==> config.mk <==
export PLATFORM = sky130hd
export DESIGN_NAME = ram_dump
export DESIGN_NICKNAME = d
export VERILOG_FILES = /design/src/rtl/ram_dump.sv
export SDC_FILE = /design/constraint.sdc
export NUM_CORES = 1
export LEC_CHECK = 0
export CELL_PAD_IN_SITES_DETAIL_PLACEMENT = 1
export CELL_PAD_IN_SITES_GLOBAL_PLACEMENT = 1
export CORE_MARGIN = 2
export CORE_UTILIZATION = 31
export CTS_BUF_LIST = sky130_fd_sc_hd__clkbuf_2
export CTS_CLUSTER_SIZE = 8
export DETAILED_ROUTE_END_ITERATION = 6
export HOLD_SLACK_MARGIN = 0.03
export PLACE_DENSITY = 0.91
export SYNTH_ARGS = -nofsm -noshare
export SYNTH_HDL_FRONTEND = slang
export SYNTH_SLANG_ARGS = --single-unit
export TNS_END_PERCENT = 50
==> constraint.sdc <==
create_clock -name clock -period 2.4 [get_ports clock]
set_input_delay 0.48 -clock clock [delete_from_list [all_inputs] [get_ports clock]]
set_output_delay 0.48 -clock clock [all_outputs]
set_load 0.01 [all_outputs]
==> src/rtl/ram_dump.sv <==
// ram_dump: walks a synchronous RAM from address 0 to LAST_ADDR and presents
// each word on a valid/ready output port, with optional seven-segment digits
// showing the current address and data.
// Optional feature macro: RAM_DUMP_HEX_EN (builds the hex digit decoders;
// without it the three digit outputs are driven blank, 7'h7F).
// The RAM read port is treated as registered: the word is captured two edges
// after the read strobe edge, so every word takes four cycles
// (READ, two WAIT cycles, PRESENT).
module ram_dump #(
  parameter int ADDR_W    = 4,
  parameter int DATA_W    = 8,
  parameter int LAST_ADDR = 15
) (
  input  logic              clock,
  input  logic              clear,
  input  logic              start,
  output logic [ADDR_W-1:0] ram_addr,
  output logic              ram_rden,
  input  logic [DATA_W-1:0] ram_q,
  output logic [DATA_W-1:0] out_data,
  output logic [ADDR_W-1:0] out_addr,
  output logic              out_valid,
  input  logic              out_ready,
  output logic              busy,
  output logic              done,
  output logic [6:0]        addr_hex,
  output logic [6:0]        data_hi_hex,
  output logic [6:0]        data_lo_hex
);

  localparam logic [ADDR_W-1:0] LAST = ADDR_W'(LAST_ADDR);

  typedef enum logic [2:0] {
    IDLE    = 3'd0,
    READ    = 3'd1,
    WAIT    = 3'd2,
    PRESENT = 3'd3,
    FIN     = 3'd4
  } state_t;

  state_t              state_q, state_d;
  logic [ADDR_W-1:0]   cnt_q, cnt_d;
  logic                wait_q, wait_d;
  logic [DATA_W-1:0]   data_q, data_d;
  logic [ADDR_W-1:0]   addr_q, addr_d;

  // Next-state, counter and capture logic for the dump sequencer.
  always_comb begin
    state_d = state_q;
    cnt_d   = cnt_q;
    wait_d  = 1'b0;
    data_d  = data_q;
    addr_d  = addr_q;
    case (state_q)
      IDLE: begin
        if (start) begin
          state_d = READ;
          cnt_d   = {ADDR_W{1'b0}};
        end else begin
          state_d = IDLE;
        end
      end
      READ: begin
        state_d = WAIT;
      end
      WAIT: begin
        // First WAIT cycle lets the registered RAM output settle; capture on the second.
        if (wait_q) begin
          data_d  = ram_q;
          addr_d  = cnt_q;
          state_d = PRESENT;
        end else begin
          wait_d  = 1'b1;
          state_d = WAIT;
        end
      end
      PRESENT: begin
        if (out_ready) begin
          if (cnt_q == LAST) begin
            state_d = FIN;
          end else begin
            cnt_d   = cnt_q + ADDR_W'(1);
            state_d = READ;
          end
        end else begin
          state_d = PRESENT;
        end
      end
      FIN: begin
        state_d = IDLE;
      end
      default: begin
        state_d = IDLE;
      end
    endcase
  end

  // State and datapath registers with synchronous clear.
  always_ff @(posedge clock) begin
    if (clear) begin
      state_q <= IDLE;
      cnt_q   <= {ADDR_W{1'b0}};
      wait_q  <= 1'b0;
      data_q  <= {DATA_W{1'b0}};
      addr_q  <= {ADDR_W{1'b0}};
    end else begin
      state_q <= state_d;
      cnt_q   <= cnt_d;
      wait_q  <= wait_d;
      data_q  <= data_d;
      addr_q  <= addr_d;
    end
  end

  // Status outputs decode straight from the state register (glitch-free).
  assign ram_addr  = cnt_q;
  assign ram_rden  = (state_q == READ);
  assign out_valid = (state_q == PRESENT);
  assign busy      = (state_q != IDLE);
  assign done      = (state_q == FIN);
  assign out_data  = data_q;
  assign out_addr  = addr_q;

`ifdef RAM_DUMP_HEX_EN
  // Active-low seven-segment glyph for one nibble, bit order {g,f,e,d,c,b,a}.
  function automatic logic [6:0] hex7(input logic [3:0] v);
    case (v)
      4'h0:    hex7 = 7'h40;
      4'h1:    hex7 = 7'h79;
      4'h2:    hex7 = 7'h24;
      4'h3:    hex7 = 7'h30;
      4'h4:    hex7 = 7'h19;
      4'h5:    hex7 = 7'h12;
      4'h6:    hex7 = 7'h02;
      4'h7:    hex7 = 7'h78;
      4'h8:    hex7 = 7'h00;
      4'h9:    hex7 = 7'h10;
      4'hA:    hex7 = 7'h08;
      4'hB:    hex7 = 7'h03;
      4'hC:    hex7 = 7'h46;
      4'hD:    hex7 = 7'h21;
      4'hE:    hex7 = 7'h06;
      4'hF:    hex7 = 7'h0E;
      default: hex7 = 7'h7F;
    endcase
  endfunction

  assign addr_hex    = hex7(addr_q[3:0]);
  assign data_hi_hex = hex7(data_q[7:4]);
  assign data_lo_hex = hex7(data_q[3:0]);
`else
  assign addr_hex    = 7'h7F;
  assign data_hi_hex = 7'h7F;
  assign data_lo_hex = 7'h7F;
`endif

endmodule

==> out/metrics.yaml <==
status: "complete, no violations"
ios: 53
ys.flop_type: "dfxtp_1"
finalNetCount: 162
worstSetupStartpointType: "register"
wl_per_cell_um: 12.5
routed_wl_um: 2390
num_rows: 20
synth.area.top_cells: "dfxtp_1 (39%), buf_4 (17%), nand2_1 (9.8%)"
yosysMostFrequentCell: "nand2_1"
ir_worst_vdd_mv: 0.171
crit_fanout: 12
antenna_found_initial: 0
hp-class: "reg -> reg"
routed-via-count: 876
ys_warn_count: 0
first_iter_violations: 21
cp_cell_sequence: "or3_2 > clkdlybuf4s50_1"
p_sw_mw: 0.154
synth_cell_types: 28
path_class: "reg -> out"
fin_ws_ns: 0.138
yosys.area.top_type_share: 0.386
dr.pass1.iters: 4
grt_overflow_total: 0
crit_arrival_ns: 1.78
die_w_um: 61.8
holdCritStartpoint: "out_addr[3]"
seq_area_frac_synth: 0.386
maxSlewViolCount: 0
cts_buffers: 3
setup_viol: 0
num_antenna_cells: 0
place.gp.congestion: 0.777
drtAntennaViolNets: 0
die_h_um: 61.8
leakage_nw: 0.478
syn-cell-area_um2: 1040
finalCritPeriodShare: 0.943
clockRootBuffer: "clkbuf_2"
cts.sinks: 20
die-area_um2: 3820
synthArstFlopShare: 0
critPathMaxStageDelay_ns: 0.51
portBuffers: 31
finClkSkew_ns: 0.00375
hold_viol: 0
crit_path_end_kind: "primary output"
area_growth_pct: 24.0
yosysTopAreaCell: "dfxtp_1"
grt_pass1_vias: 818
syn_inst: 121
worst_slew_pin_slew_ns: 0.786
dp_slack_ns: 0.531
seqPwrFrac: 0.620
ctsHoldBuffers: 0
start_util: 0.331
clockBufferDepth: 2
cpMaxStageDelayCell: "or3_2"
instances_no_fill: 191
p_comb_frac: 0.133
p_sw_frac: 0.275
core_um2: 3130
dp.cells: 188
r2r_cells: 3
slew_headroom: 0.475
ys_ff_latch: 20
clk_pin_slew_ns: 0.18
avgSynthCellArea_um2: 8.56
h-tree-depth: 1
clock_latency_ns: 0.32
cts_resized: 0
synth_edf_count: 0
drive_gt1_frac: 0.0680
max_freq_ghz: 0.442
crit_path_start: "state_q[2]"
grtUsageTotal: 0.128
dp_hpwl_um: 1750
cts_tree: "built"
fin_tns_setup_ns: 0
grt_max_degree: 21
crit_required_ns: 1.92
grt_pass1_wl_um: 3700
drc: 0
pwr-share-clk: 0.247
power_density_nw_per_um2: 437
rsz0062_at_grt: "false"
reg2reg_from: "state_q[1]"
p_int_mw: 0.408
maxCapViolCount: 0
min_path_cells: 2
ys_top_cells_by_count: "nand2_1 (27), buf_4 (23), dfxtp_1 (20)"
post_cts_buffers: 0
via_per_inst: 4.59
fin_crit_ns: 2.26
==> metrics by stage <==
stage	power [mW]	instance area (um2)	utilization	hold WS [ns]
2_1_floorplan	0.423	1110	-	0.412
3_3_place_gp	0.426	1270	0.406	0.430
3_5_place_dp	0.429	1270	0.406	0.451
4_1_cts	0.568	1280	0.411	0.473
5_1_grt	0.585	1280	0.411	0.492
6_report	0.562	1280	0.411	0.470
==> flip-flops by register name, summed over array words and instances, names as in the netlist <==
signal / count
state_q: 3
out_data: 8
ram_addr: 4
wait_q: 1
out_addr: 4
==> logic make-up (layout without fill, tap and decap cells) <==
kind of cell | count (synthesis) | after routing | share of synthesized area
buffers and inverters | 28 | 34 | 0.199
adder cells (fa/ha/maj) | 1 | 1 | 0.0121
AO/OA/AOI/OAI | 22 | 22 | 0.127
flip-flops | 20 | 20 | 0.386
AND/OR/NAND/NOR | 49 | 49 | 0.272
other | 1 | 21 | 0.00362
==> cell type report <==
| cell class | instances | area [um2] |
|---|---|---|
| clock buffers | 3 | 15.0 |
| well taps | 44 | 55.1 |
| flip-flops and latches | 20 | 400 |
| fillers | 399 | 1840 |
| multi-input cells | 93 | 504 |
| repair buffers | 31 | 310 |
==> layer usage <==
metal  global-route usage  wire length [um]  vias to the layer above
met3              0.00621                88                        4
met4               0.0547                51                        0
li1                     -                 -                      426
met2                0.221              1150                       28
met5                    0                 0                        -
met1                0.166              1100                      418
==> path summary, 6_finish.rpt <==
| path | endpoint | slack [ns] |
|---|---|---|
| max | busy | 0.14 |
| min | out_addr[3] | 0.47 |
| max reg2reg | out_addr[0] | 0.72 |
| min reg2reg | out_addr[3] | 0.47 |
==> worst max-delay path, delay by kind of cell (launching register included) <==
kind / cells / cell delay (ns)
AND/OR/NAND/NOR: 1 / 0.51
flip-flops: 1 / 0.46
buffers and inverters: 1 / 0.49
==> cells in the final DEF (no fill, tap or decap), drive strengths merged <==
cell	n
a21oi	15
a311oi	1
a31oi	1
and3	1
and3b	1
and4b	1
and4bb	1
clkbuf	3
clkdlybuf4s50	31
conb	21
dfxtp	20
ha	1
nand2	27
nand3	2
nand3b	1
nand4	2
nand4b	1
nand4bb	1
nor2	1
nor3	3
nor3b	3
o211ai	3
o21ai	1
o31ai	1
or3	3
or4b	1
==> power groups by stage <==
stage	logic [mW]	clock network, mW	registers (mW)
after floorplan	0.0756	0	0.348
after global placement	0.0724	0	0.353
after detailed placement	0.0744	0	0.355
after CTS	0.0748	0.145	0.348
after global routing	0.0813	0.154	0.350
final	0.0748	0.139	0.349
Note: power is estimated with default switching activity, not from simulation.
